### src/rtl/lcd_pkg.sv
// lcd_pkg: HD44780 command constants, sequencer/engine state enums, hex helper.
// No ports; imported by the lcd_char_writer files.
package lcd_pkg;

  localparam logic [7:0] LCD_CMD_FUNC  = 8'h38;
  localparam logic [7:0] LCD_CMD_ON    = 8'h0C;
  localparam logic [7:0] LCD_CMD_CLEAR = 8'h01;
  localparam logic [7:0] LCD_CMD_ENTRY = 8'h06;
  localparam logic [7:0] LCD_ADDR_L0   = 8'h80;
  localparam logic [7:0] LCD_ADDR_L1   = 8'hC0;

  typedef enum logic [3:0] {
    S_POWERUP,
    S_INIT0,
    S_INIT1,
    S_INIT2,
    S_INIT3,
    S_READY,
    S_CHAR,
    S_NEWLINE,
    S_CLEAR
  } seq_t;

  typedef enum logic [2:0] {
    E_IDLE,
    E_SETUP,
    E_PULSE,
    E_HOLD,
    E_WAIT
  } eng_t;

  function automatic logic [7:0] hex_ascii(input logic [3:0] n);
    if (n < 4'd10)
      return 8'h30 + {4'h0, n};
    return 8'h37 + {4'h0, n};
  endfunction

endpackage

### src/rtl/lcd_char_writer_if.sv
// lcd_char_writer_if: character stream in_data/in_valid/in_ready (+ in_hex
// when LCD_HEX_EN is defined). master = producer, slave = lcd_char_writer.
interface lcd_char_writer_if;

  logic [7:0] in_data;
  logic       in_valid;
  logic       in_ready;
`ifdef LCD_HEX_EN
  logic       in_hex;

  modport master (
    output in_data, in_valid, in_hex,
    input  in_ready
  );

  modport slave (
    input  in_data, in_valid, in_hex,
    output in_ready
  );
`else
  modport master (
    output in_data, in_valid,
    input  in_ready
  );

  modport slave (
    input  in_data, in_valid,
    output in_ready
  );
`endif

endinterface

### src/rtl/lcd_char_fifo.sv
// lcd_char_fifo: synchronous FIFO, WIDTH x DEPTH (power of two, >=2).
// Ports: clock, reset, push/wdata, pop/rdata, full, empty.
module lcd_char_fifo #(
  parameter int WIDTH = 8,
  parameter int DEPTH = 8
) (
  input  logic             clock,
  input  logic             reset,
  input  logic             push,
  input  logic [WIDTH-1:0] wdata,
  input  logic             pop,
  output logic [WIDTH-1:0] rdata,
  output logic             full,
  output logic             empty
);

  localparam int AW = $clog2(DEPTH);
  localparam logic [AW:0] ONE = 1;

  logic [WIDTH-1:0] mem [DEPTH];
  logic [AW:0]      wp;
  logic [AW:0]      rp;
  logic             do_push;
  logic             do_pop;

  assign empty = (wp == rp);
  assign full  = (wp[AW] != rp[AW]) &&
                 (wp[AW-1:0] == rp[AW-1:0]);

  // a pop frees the slot, so push is allowed even when full
  assign do_pop  = pop && !empty;
  assign do_push = push && (!full || do_pop);
  assign rdata   = mem[rp[AW-1:0]];

  always_ff @(posedge clock) begin
    if (reset) begin
      wp <= '0;
      rp <= '0;
    end else begin
      if (do_push)
        wp <= wp + ONE;
      if (do_pop)
        rp <= rp + ONE;
    end
  end

  always_ff @(posedge clock) begin
    if (do_push)
      mem[wp[AW-1:0]] <= wdata;
  end

endmodule

### src/rtl/lcd_char_writer.sv
// lcd_char_writer: HD44780 char LCD controller (init, FIFO, cursor wrap).
// Ports: clock, reset, bus (stream slave), clear, lcd_* pins, init_done, busy. Option: LCD_HEX_EN.
module lcd_char_writer
  import lcd_pkg::*;
#(
  parameter int NUM_CHARS    = 16,
  parameter int LINES        = 2,
  parameter int FIFO_DEPTH   = 8,
  parameter int EN_CYCLES    = 12,
  parameter int CMD_WAIT     = 2000,
  parameter int CLEAR_WAIT   = 82000,
  parameter int POWERUP_WAIT = 750000
) (
  input  logic              clock,
  input  logic              reset,
  lcd_char_writer_if.slave  bus,
  input  logic              clear,
  output logic [7:0]        lcd_data,
  output logic              lcd_rs,
  output logic              lcd_rw,
  output logic              lcd_en,
  output logic              lcd_on,
  output logic              init_done,
  output logic              busy
);

  localparam int MAX_A = (POWERUP_WAIT > CLEAR_WAIT) ?
                         POWERUP_WAIT : CLEAR_WAIT;
  localparam int MAX_B = (CMD_WAIT > EN_CYCLES) ?
                         CMD_WAIT : EN_CYCLES;
  localparam int MAX_W = (MAX_A > MAX_B) ? MAX_A : MAX_B;
  localparam int CTR_W = $clog2(MAX_W + 1);
  localparam int CW    = $clog2(NUM_CHARS + 1);
  localparam logic [CW-1:0] LAST_COL = CW'(NUM_CHARS - 1);

  seq_t             seq;
  eng_t             eng;
  logic [CTR_W-1:0] cnt;
  logic [CW-1:0]    col;
  logic             line;
  logic             clr_pend;

  logic       push;
  logic       pop;
  logic [7:0] wdata;
  logic [7:0] rdata;
  logic       full;
  logic       empty;
  logic       ready_idle;
  logic       wait_done;
  logic       is_clr;
  logic       next_line;
  logic [7:0] addr;

`ifdef LCD_HEX_EN
  assign wdata = bus.in_hex ? hex_ascii(bus.in_data[3:0])
                            : bus.in_data;
`else
  assign wdata = bus.in_data;
`endif

  assign bus.in_ready = !full && !reset;
  assign push         = bus.in_valid && bus.in_ready;

  assign ready_idle = (seq == S_READY) && (eng == E_IDLE);
  assign pop        = ready_idle && !clr_pend && !empty;
  assign busy       = !ready_idle;
  assign wait_done  = (eng == E_WAIT) && (cnt == '0);
  assign is_clr     = !lcd_rs && (lcd_data == LCD_CMD_CLEAR);
  assign next_line  = (LINES == 2) ? ~line : 1'b0;
  assign addr       = next_line ? LCD_ADDR_L1 : LCD_ADDR_L0;

  assign lcd_rw = 1'b0;
  assign lcd_on = 1'b1;

  lcd_char_fifo #(
    .WIDTH (8),
    .DEPTH (FIFO_DEPTH)
  ) u_fifo (
    .clock (clock),
    .reset (reset),
    .push  (push),
    .wdata (wdata),
    .pop   (pop),
    .rdata (rdata),
    .full  (full),
    .empty (empty)
  );

  // a new pulse wins over service so it is never lost
  always_ff @(posedge clock) begin
    if (reset)
      clr_pend <= 1'b0;
    else if (clear)
      clr_pend <= 1'b1;
    else if (ready_idle)
      clr_pend <= 1'b0;
  end

  // engine steps first; sequencer starts overwrite eng with E_SETUP
  always_ff @(posedge clock) begin
    if (reset) begin
      seq       <= S_POWERUP;
      eng       <= E_IDLE;
      cnt       <= CTR_W'(POWERUP_WAIT - 1);
      lcd_data  <= 8'h00;
      lcd_rs    <= 1'b0;
      lcd_en    <= 1'b0;
      init_done <= 1'b0;
      col       <= '0;
      line      <= 1'b0;
    end else begin
      unique case (eng)
        E_IDLE: ;
        E_SETUP: begin
          eng    <= E_PULSE;
          lcd_en <= 1'b1;
          cnt    <= CTR_W'(EN_CYCLES - 1);
        end
        E_PULSE: begin
          if (cnt == '0) begin
            eng    <= E_HOLD;
            lcd_en <= 1'b0;
          end else begin
            cnt <= cnt - 1'b1;
          end
        end
        E_HOLD: begin
          eng <= E_WAIT;
          cnt <= is_clr ? CTR_W'(CLEAR_WAIT - 1)
                        : CTR_W'(CMD_WAIT - 1);
        end
        E_WAIT: begin
          if (cnt == '0)
            eng <= E_IDLE;
          else
            cnt <= cnt - 1'b1;
        end
        default: eng <= E_IDLE;
      endcase

      unique case (seq)
        S_POWERUP: begin
          if (cnt == '0) begin
            seq      <= S_INIT0;
            eng      <= E_SETUP;
            lcd_data <= LCD_CMD_FUNC;
            lcd_rs   <= 1'b0;
          end else begin
            cnt <= cnt - 1'b1;
          end
        end
        S_INIT0: if (wait_done) begin
          seq      <= S_INIT1;
          eng      <= E_SETUP;
          lcd_data <= LCD_CMD_ON;
        end
        S_INIT1: if (wait_done) begin
          seq      <= S_INIT2;
          eng      <= E_SETUP;
          lcd_data <= LCD_CMD_CLEAR;
        end
        S_INIT2: if (wait_done) begin
          seq      <= S_INIT3;
          eng      <= E_SETUP;
          lcd_data <= LCD_CMD_ENTRY;
        end
        S_INIT3: if (wait_done) begin
          seq       <= S_READY;
          init_done <= 1'b1;
        end
        S_READY: begin
          if (clr_pend) begin
            seq      <= S_CLEAR;
            eng      <= E_SETUP;
            lcd_data <= LCD_CMD_CLEAR;
            lcd_rs   <= 1'b0;
            col      <= '0;
            line     <= 1'b0;
          end else if (!empty) begin
            seq      <= S_CHAR;
            eng      <= E_SETUP;
            lcd_data <= rdata;
            lcd_rs   <= 1'b1;
          end
        end
        S_CHAR: if (wait_done) begin
          if (col == LAST_COL) begin
            col      <= '0;
            line     <= next_line;
            seq      <= S_NEWLINE;
            eng      <= E_SETUP;
            lcd_data <= addr;
            lcd_rs   <= 1'b0;
          end else begin
            col <= col + 1'b1;
            seq <= S_READY;
          end
        end
        S_NEWLINE: if (wait_done) seq <= S_READY;
        S_CLEAR:   if (wait_done) seq <= S_READY;
        default:   seq <= S_POWERUP;
      endcase
    end
  end

endmodule

### src/flat_wrapper.sv
// flat-port wrapper written by rule: the top's interface ports become plain ports
module lcd_char_writer_flat import lcd_pkg::*;
#(
  parameter int NUM_CHARS    = 16,
  parameter int LINES        = 2,
  parameter int FIFO_DEPTH   = 8,
  parameter int EN_CYCLES    = 12,
  parameter int CMD_WAIT     = 2000,
  parameter int CLEAR_WAIT   = 82000,
  parameter int POWERUP_WAIT = 750000
)
  (clock, reset, clear, lcd_data, lcd_rs, lcd_rw, lcd_en, lcd_on, init_done, busy, bus_in_data, bus_in_valid, bus_in_ready);
  lcd_char_writer_if bus_i ();
  input  logic clock;
  input  logic reset;
  input  logic clear;
  output logic [7:0] lcd_data;
  output logic lcd_rs;
  output logic lcd_rw;
  output logic lcd_en;
  output logic lcd_on;
  output logic init_done;
  output logic busy;
  input wire logic [$bits(bus_i.in_data)-1:0] bus_in_data;
  input wire logic [$bits(bus_i.in_valid)-1:0] bus_in_valid;
  output wire logic [$bits(bus_i.in_ready)-1:0] bus_in_ready;
  assign bus_i.in_data = bus_in_data;
  assign bus_i.in_valid = bus_in_valid;
  assign bus_in_ready = bus_i.in_ready;
  lcd_char_writer #(.NUM_CHARS(NUM_CHARS), .LINES(LINES), .FIFO_DEPTH(FIFO_DEPTH), .EN_CYCLES(EN_CYCLES), .CMD_WAIT(CMD_WAIT), .CLEAR_WAIT(CLEAR_WAIT), .POWERUP_WAIT(POWERUP_WAIT)) u_core (.clock(clock), .reset(reset), .bus(bus_i), .clear(clear), .lcd_data(lcd_data), .lcd_rs(lcd_rs), .lcd_rw(lcd_rw), .lcd_en(lcd_en), .lcd_on(lcd_on), .init_done(init_done), .busy(busy));
endmodule
### config.mk
export PLATFORM = sky130hd
export DESIGN_NAME = lcd_char_writer_flat
export DESIGN_NICKNAME = d
export VERILOG_FILES = /design/src/rtl/lcd_pkg.sv /design/src/rtl/lcd_char_writer_if.sv /design/src/rtl/lcd_char_fifo.sv /design/src/rtl/lcd_char_writer.sv /design/src/flat_wrapper.sv
export SDC_FILE = /design/constraint.sdc
export NUM_CORES = 1
export LEC_CHECK = 0
export BUFFER_PORTS_ARGS = -buffer_cell sky130_fd_sc_hd__buf_2
export CAP_MARGIN = 0
export CORE_UTILIZATION = 58
export CTS_CLUSTER_DIAMETER = 40
export CTS_CLUSTER_SIZE = 28
export DETAILED_ROUTE_END_ITERATION = 8
export HOLD_SLACK_MARGIN = 0.08
export PLACE_DENSITY = 0.82
export SKIP_CTS_REPAIR_TIMING = 1
export SYNTH_ARGS = -nofsm -noshare
export SYNTH_HDL_FRONTEND = slang
export SYNTH_HIERARCHICAL = 1
export SYNTH_SLANG_ARGS = --single-unit
export TNS_END_PERCENT = 50
### constraint.sdc
create_clock -name clock -period 4.3 [get_ports clock]
set_clock_uncertainty 0.1 [all_clocks]
set_input_delay 0.86 -clock clock [delete_from_list [all_inputs] [get_ports clock]]
set_output_delay 0.86 -clock clock [all_outputs]
set_load 0.02 [all_outputs]
After elaboration in Yosys (flattened, before gate mapping)
Memory sizes are Yosys's and may differ from the RTL's. A register that Yosys moved wholly into a read port is not among the register bits.
Index checks and enable logic that the tools add are counted.

storage, ports and cells
  bits in read-only memories = 0
  memories kept = 1
  word-level logic and storage cells = 136
  output and inout bits = 15
  RAM bits = 64
  register bits after elaboration = 53
  bits in latches = 0
  input bits = 12

cells by class
  shift operators = 0
  equality and inequality tests = 27
  $mul = 0
  add/sub/neg operators = 4
  magnitude comparators = 0
  muxes and demuxes = 56
  bitwise gates (word level) = 1
  divide/modulo/power cells = 0
  reductions and logical operators = 35

memories
  name               words  bits a word  rd ports  clocked after Yosys merged registers in  write ports  line                 text
  u_core.u_fifo.mem  8      8            1         1                                        1            lcd_char_fifo.sv:20  logic [WIDTH-1:0] mem [DEPTH];

operators with widths
  cell                   count
  $mux 8                 8
  $mux 20                3
  $pmux 20 s3            1
  $pmux 8 s6             1
  $mux 4                 8
  $mux 3                 10
  $pmux 4 s7             1
  $logic_not 20->1       1
  $sub 20x1->20 const B  1
  $ne 2x1->1 const B     9
  $mux 17                1
  $eq 4x3->1 const B     4
  $mux 5                 3
  $pmux 3 s5             1
  $mux 1                 12
  $pmux 3 s4             1
  $logic_and 1x1->1      10
  $pmux 5 s2             1
  $add 4x1->4 const B    2
  $eq 4x2->1 const B     2
  $eq 8x1->1 const B     1
  $reduce_and 8->1       1
  $mux 7                 1
  $reduce_and 7->1       1
  28 further kinds       39

Logic depth before layout (Yosys ltp)
Gate-level depths: netlist of the first run.

  word-level depth = 9
  gate-level depth with buffers = 9
  depth with buffers taken out = 8

Cells and area by module
The synthesis of the first run kept the hierarchy.

modules (own cells, without submodules)
  module           sequential area each (um^2)  cells an instance  area each (um^2)  times used
  lcd_char_fifo    2,142.1                      164                3,016.6           1
  lcd_char_writer  900.9                        383                2,924.1           1

Least setup slack after synthesis of the first run
Ideal clock, no wire load.

  path type = input to register
  start point = input port reset
  end point = memory u_core.u_fifo.mem[0][0] (enable)
  path buffers = 1
  data arrival time = 2,637 ps
  setup slack = 1,168 ps
  data required time = 3,805 ps
  setup time = 395 ps
  stages = 5
  cells stage by stage = clkbuf_1 -> nor2_1 -> and2_1 -> o21ai_0 -> nor4_1

on the way
  cells in the longest elaborated chain, start to end = 6

ends and longest elaborated chain
  element                       line                   text
  start, declared               flat_wrapper.sv:15     input logic reset;
  $logic_not 1->1               lcd_char_writer.sv:62  assign bus.in_ready = !full && !reset;
  $logic_and 1x1->1             lcd_char_writer.sv:62
  via bus_in_ready              flat_wrapper.sv:26     output wire logic [$bits(bus_i.in_ready)-1:0] bus_in_ready;
  $logic_and 1x1->1             lcd_char_writer.sv:63  assign push = bus.in_valid && bus.in_ready;
  via u_core.push               lcd_char_writer.sv:43  logic push;
  $logic_and 1x1->1             lcd_char_fifo.sv:32    assign do_push = push && (!full || do_pop);
  $mux 1                        lcd_char_fifo.sv:48    if (do_push)
  $mux 1 (not written as such)  lcd_char_fifo.sv:49    mem[wp[AW-1:0]] <= wdata;
  end, declared                 lcd_char_fifo.sv:20

The timed path passes the listed nets, and every way through them passes these cells.

Worst setup path in the final report of the first run
  start point = register u_core.seq[2]
  end point = memory u_core.u_fifo.mem[5][1] (enable)

on the way
  cells in the longest elaborated chain, start to end = 9

ends and longest elaborated chain
  element                          line                    text
  start, declared                  lcd_char_writer.sv:36   seq_t seq;
  start signal, assigned           lcd_char_writer.sv:103  seq <= S_POWERUP;
  start signal, assigned           lcd_char_writer.sv:145  seq <= S_INIT0;
  start signal, assigned           lcd_char_writer.sv:154  seq <= S_INIT1;
  $eq 4x3->1                       lcd_char_writer.sv:65   assign ready_idle = (seq == S_READY) && (eng == E_IDLE);
  $logic_and 1x1->1                lcd_char_writer.sv:65
  $logic_and 1x1->1 (2 in series)  lcd_char_writer.sv:66   assign pop = ready_idle && !clr_pend && !empty;
  via u_core.pop                   lcd_char_writer.sv:44   logic pop;
  $logic_and 1x1->1                lcd_char_fifo.sv:31     assign do_pop = pop && !empty;
  $logic_or 1x1->1                 lcd_char_fifo.sv:32
  $logic_and 1x1->1                lcd_char_fifo.sv:32
  $mux 1                           lcd_char_fifo.sv:48
  $mux 1 (not written as such)     lcd_char_fifo.sv:49

The timed path passes the listed nets, and every way through them passes these cells.

==> flow_summary.json, run 1 <==
{
  "status": "complete, no violations",
  "internal-power_uw": 2100,
  "start_kind": "flip-flop",
  "grt_max_degree": 32,
  "io_pins": 27,
  "grt_pass1_wl_mm": 23.1,
  "synth_top_cell_area_share_pct": 32.4,
  "synth_edf_count": 64,
  "antenna_found_initial": 0,
  "drc": 0,
  "crit_fanout": 20,
  "ys_seq_elements": 120,
  "syn_area_per_cell_um2": 10.9,
  "p_per_area_mw_per_mm2": 400,
  "dieWidth_um": 103,
  "finalHoldViolations": 0,
  "root_buffer": "clkbuf_8",
  "postRouteAntennaNets": 0,
  "fin_nets": 577,
  "fp.dieArea_mm2": 0.0107,
  "syn_nets": 563,
  "die_h_um": 103,
  "syn_to_final_growth_pct": 12.4,
  "clk_pin_slew_ns": 0.06,
  "period_share_pct": 80.3,
  "yosys.cell_count.top_type": "edfxtp_1",
  "switchingPower_uw": 570,
  "tns_ns": 0,
  "drv_cap": 0,
  "gp_congestion": 0.974,
  "switching_share_pct": 21.3,
  "cts_tree": "done",
  "rows": 36,
  "drt_first_pass_iters": 5,
  "postLayoutCoreUtil_pct": 67.7,
  "grt_pass1_vias": 4369,
  "comb_power_share_pct": 2.7,
  "critPathArrivalTime_ns": 3.52,
  "drt-total-wl_mm": 14.8,
  "crit_type": "flip-flop to flip-flop",
  "netlist_area_mm2": 0.00594,
  "crit_path_max_incr_delay_ns": 0.71,
  "clock_latency_ns": 0.54,
  "pwr-share-seq_pct": 46.1,
  "critPathRequiredTime_ns": 4.37,
  "synth_warnings": 6,
  "portBuffers": 24,
  "seq_area_frac_synth_pct": 51.2,
  "initial_core_util_pct": 60.2,
  "drive_above_1_share_pct": 18.8,
  "yosysTopAreaCell": "edfxtp_1",
  "dp_hpwl_mm": 9.98,
  "grt-ovfl-total": 0,
  "grt_usage_pct": 30.3,
  "diodes": 0,
  "yosysUniqueCellTypes": 79,
  "core_mm2": 0.00986,
  "ys.flop_type": "edfxtp_1",
  "ir_drop_uv": 406,
  "clk_path_buf_depth": 2,
  "wl_per_cell_um": 20.9,
  "relSlewSlack_pct": 31.9,
  "rsz0062_at_grt": "no",
  "crit_slowest_cell": "dfxtp_1",
  "p_leak_uw": 0.00220,
  "cts.sinks": 120,
  "fmax_mhz": 289,
  "drv_slew": 0,
  "synth_area_leaders": "edfxtp_1, dfxtp_1, mux4_2",
  "clkPwrFrac_pct": 51.2,
  "async_flop_share_pct": 0,
  "end_kind": "flip-flop",
  "critical-path-top-delay-family": "simple AND/OR/NAND/NOR gates",
  "numCtsBuffers": 17,
  "worstPathCellList": "nor4bb_1, and2_1, nor3b_1, o211ai_1, nor2_1",
  "critical_path_buf_inv_count": 0,
  "drt-initial-drc-count": 386,
  "htree_levels": 4,
  "syn_inst": 547,
  "hold_path_class": "flip-flop to flip-flop",
  "dr_total_vias": 4716,
  "nFillCells": 714,
  "period_needed_ns": 3.45,
  "setup_viol": 0,
  "yosys-top-cells-count": "edfxtp_1, dfxtp_1, nor2_1",
  "drt-vias-per-instance": 6.67,
  "tightest_slew_ns": 1.02
}
[power groups by stage]
| stage | Clock, µW | Sequential [µW] | Combinational, µW |
|---|---|---|---|
| floorplan | 0 | 1250 | 46.3 |
| global placement | 0 | 1250 | 67.8 |
| detailed placement | 0 | 1250 | 71.6 |
| CTS | 1380 | 1230 | 72.2 |
| global route | 1440 | 1230 | 78.5 |
| finish | 1370 | 1230 | 72.2 |
[final timing paths]
check / start / end / slack, ns / cells after the start
setup / recovery: u_core/seq[2] / u_core/u_fifo/mem[5][1] / 0.85 / 5
hold / removal: u_core/col[4] / u_core/col[4] / 0.37 / 1
setup reg to reg: u_core/seq[2] / u_core/u_fifo/mem[5][1] / 0.85 / 5
hold reg to reg: u_core/col[4] / u_core/col[4] / 0.37 / 1
[routing by layer]
metal	track usage (%)	share of wire, %	vias to the layer above
met5	0	0	-
met4	11.6	2.6	0
met3	8.67	8.0	43
met2	51.2	49	243
met1	37.0	41	2282
li1	-	-	2148
[final cells by class]
class | count | area (µm²) | share of cell area (%)
clock buffers | 22 | 453 | 6.78
clock inverters | 10 | 120 | 1.80
inverters | 10 | 37.5 | 0.562
multi-input cells | 379 | 2670 | 40.0
flip-flops and latches | 120 | 3040 | 45.6
well taps | 133 | 166 | 2.49
repair buffers | 33 | 188 | 2.81
[cells in the final DEF, fill, tap and decap left out, types with 4 or more instances in the layout]
cell type	n
mux2_2	11
nand4_1	9
clkinvlp_4	4
or3_1	8
mux2i_1	5
nor2_1	43
nor3_1	14
edfxtp_1	64
a211oi_1	4
nand2_1	38
nand3_1	15
ha_1	4
mux4_2	16
nor4_1	9
nand3b_1	4
inv_1	9
dfxtp_1	56
a311oi_1	4
nand4b_1	4
o22ai_1	7
nand2b_1	9
and2_1	5
xor2_1	5
o211ai_1	4
a21oi_1	42
or4_1	5
xnor2_1	6
o21ai_0	22
buf_4	9
buf_2	24
a31oi_1	9
nor2b_1	9
clkbuf_16	16
[logic make-up after synthesis]
logic type                 after synthesis  synth area share [%]
adders and majority gates                4                 0.842
and+or+nand+nor                        197                  18.5
DFF                                    120                  51.2
AOI/OAI and AO/OA                      133                  14.8
xor gates and xnor gates                11                  1.62
other                                    2                 0.126
muxes                                   32                  8.99
buffers and inverters                   48                  3.81
[flip-flops by register name, indices dropped and copies added, names as in the netlist, 3 cells and up, named ones only]
register,cells
u_core/seq,4
u_core/eng,3
u_core/cnt,20
u_core/u_fifo/rp,4
u_core/u_fifo/wp,4
u_core/u_fifo/mem,64
u_core/lcd_data,8
u_core/col,5
[worst register-to-register path: stages, from the launching register on]
cell and delay [ns]:
dfxtp_1 0.71, nor4bb_1 0.59, and2_1 0.34, nor3b_1 0.50, o211ai_1 0.28, nor2_1 0.57
[through the flow]
step                      hold slack (ns)  total power (µW)  std cells  worst slack [ns]  area (µm²)
final                               0.375              2670        707             0.846        6680
after CTS                           0.375              2690        707             0.928        6680
after floorplan                     0.340              1300        547              1.17        5940
after global routing                0.403              2750        707             0.561        6680
after detailed placement            0.363              1330        675              1.00        6110
after global placement              0.347              1320        675              1.16        6110
(Power assumes the default switching activity.)
==> run 2, diff against run 1 <==
==> constraint.sdc (replaced) <==
create_clock -name clock -period 3.29 [get_ports clock]
set_clock_uncertainty 0.1 [all_clocks]
set_input_delay 0.658 -clock clock [delete_from_list [all_inputs] [get_ports clock]]
set_output_delay 0.658 -clock clock [all_outputs]
set_load 0.02 [all_outputs]
==> run 2 against run 1 <==
Wire length is 2.9% lower. Sequential power is 31% higher. Via count hardly changed. Total power is 34% higher. Combinational power is 25% higher. Core utilization is 1.5 points higher. Largest power group unchanged. Cell count is 2.1% higher. Fmax is 26% higher. First-iteration DRC count is 6.0% higher. Critical endpoint is now u_core/u_fifo/mem[0][2]. Worst setup slack worse by 0.31 ns.
==> flow_summary.json, run 2 (synthesis gave the netlist of run 1 again) <==
{
  "largest_register_ffs": 64,
  "relSlewSlack_pct": 52.3,
  "grt_pass1_vias": 4444,
  "whs_endpoint": "u_core/clr_pend",
  "nFillCells": 681,
  "clk_path_buf_depth": 2,
  "r2r_slack_ns": 0.54,
  "cts_tree": "done",
  "drt_first_pass_iters": 5,
  "start_kind": "flip-flop",
  "fmax_mhz": 363,
  "period_share_pct": 83.7,
  "dieWidth_um": 103,
  "hold_path_class": "input pin to flip-flop",
  "antenna_found_initial": 0,
  "root_buffer": "clkbuf_8",
  "crit_type": "flip-flop to flip-flop",
  "rows": 36,
  "dr_total_vias": 4719,
  "clock_latency_ns": 0.53,
  "portBuffers": 24,
  "tightest_slew_ns": 0.715,
  "switchingPower_uw": 729,
  "drt-vias-per-instance": 6.54,
  "ff2ff_path_depth": 7,
  "drive_above_1_share_pct": 21.1,
  "period_needed_ns": 2.75,
  "clkPwrFrac_pct": 52.5,
  "comb_power_share_pct": 2.5,
  "htree_levels": 4,
  "grt_pass1_wl_mm": 22.6,
  "clk_pin_slew_ns": 0.06,
  "p_leak_uw": 0.00231,
  "status": "complete, no violations",
  "ir_drop_uv": 557,
  "switching_share_pct": 20.4,
  "drv_cap": 0,
  "cts.sinks": 120,
  "wl_per_cell_um": 19.9,
  "final_common_cell": "edfxtp_1",
  "timing.rr.end": "u_core/u_fifo/mem[0][2]",
  "die_h_um": 103,
  "tns_ns": 0,
  "pwr-share-seq_pct": 44.9,
  "finalHoldViolations": 0,
  "postRouteAntennaNets": 0,
  "worstReg2RegStart": "u_core/seq[2]",
  "grt_usage_pct": 29.3,
  "hold_path_depth": 3,
  "drc": 0,
  "grt_max_degree": 51,
  "internal-power_uw": 2850,
  "core_mm2": 0.00986,
  "p_per_area_mw_per_mm2": 524,
  "layout_common_cells": "edfxtp_1, dfxtp_1, nor2_1, a21oi_1, nand2_1",
  "seqCellArea_mm2": 0.00304,
  "gp_congestion": 0.941,
  "initial_core_util_pct": 60.2,
  "holdCritStartpoint": "clear",
  "grt-ovfl-total": 0,
  "multi_input_area_mm2": 0.00267,
  "numCtsBuffers": 17,
  "rsz0062_at_grt": "no",
  "timing.hold.ws_ns": 0.243,
  "drt-initial-drc-count": 409,
  "syn_to_final_growth_pct": 14.9,
  "end_kind": "flip-flop",
  "setup_viol": 0,
  "diodes": 0,
  "fin_nets": 592,
  "fp.dieArea_mm2": 0.0107,
  "drv_slew": 0,
  "crit_fanout": 8,
  "dp_hpwl_mm": 9.66,
  "drt-total-wl_mm": 14.4,
  "critPathArrivalTime_ns": 2.88,
  "critPathRequiredTime_ns": 3.41,
  "io_pins": 27
}
## run 2: metrics by stage
step	cells	setup WS [ns]	power, µW	instance area [µm²]	utilization (%)
after global placement	690	0.769	1720	6220	63.0
final	722	0.538	3580	6830	69.2
after CTS	722	0.592	3600	6830	69.2
after global routing	722	0.332	3680	6830	69.2
after detailed placement	690	0.687	1730	6220	63.0
after floorplan	547	0.162	1690	5940	-
## run 2: metal layers
layer,share of wire (%),vias up,global-route usage (%)
met5,0,-,0
met4,3.0,0,14.6
met3,6.5,43,7.59
met2,51,213,48.2
met1,40,2294,35.9
li1,-,2169,-
## run 2: critical path, cell delays in order, from the launching register on
cell	delay, ns
dfxtp_1	0.32
nor4bb_1	0.32
buf_4	0.20
and2_1	0.15
nor3b_1	0.49
o21ai_0	0.33
nor4_1	0.27
buf_4	0.25
## run 2: worst max-delay path by stage
stage,startpoint,to,slack (ns),depth (start not counted)
after floorplan,u_core/seq[2],u_core/u_fifo/mem[0][0],0.16,7
after global placement,u_core/seq[2],flip-flop,0.77,8
after detailed placement,u_core/seq[2],flip-flop,0.69,8
after CTS,u_core/seq[2],u_core/u_fifo/mem[0][2],0.59,7
after global routing,u_core/seq[2],u_core/u_fifo/mem[0][2],0.33,7
final,u_core/seq[2],u_core/u_fifo/mem[0][2],0.54,7
## run 2: power groups by stage
stage / registers [µW] / clock network (µW) / logic (µW)
2_1_floorplan: 1630 / 0 / 60.5
3_5_place_dp: 1640 / 0 / 88.6
6_report: 1610 / 1880 / 90.4
5_1_grt: 1610 / 1980 / 98.4
4_1_cts: 1610 / 1900 / 90.3
3_3_place_gp: 1640 / 0 / 84.1
## run 2: cell type report
class,count,area share (%)
flip-flops and latches,120,44.6
multi-input cells,379,39.1
clock buffers,23,6.84
repair buffers,48,4.40
well taps,133,2.44
clock inverters,9,2.05
inverters,10,0.550
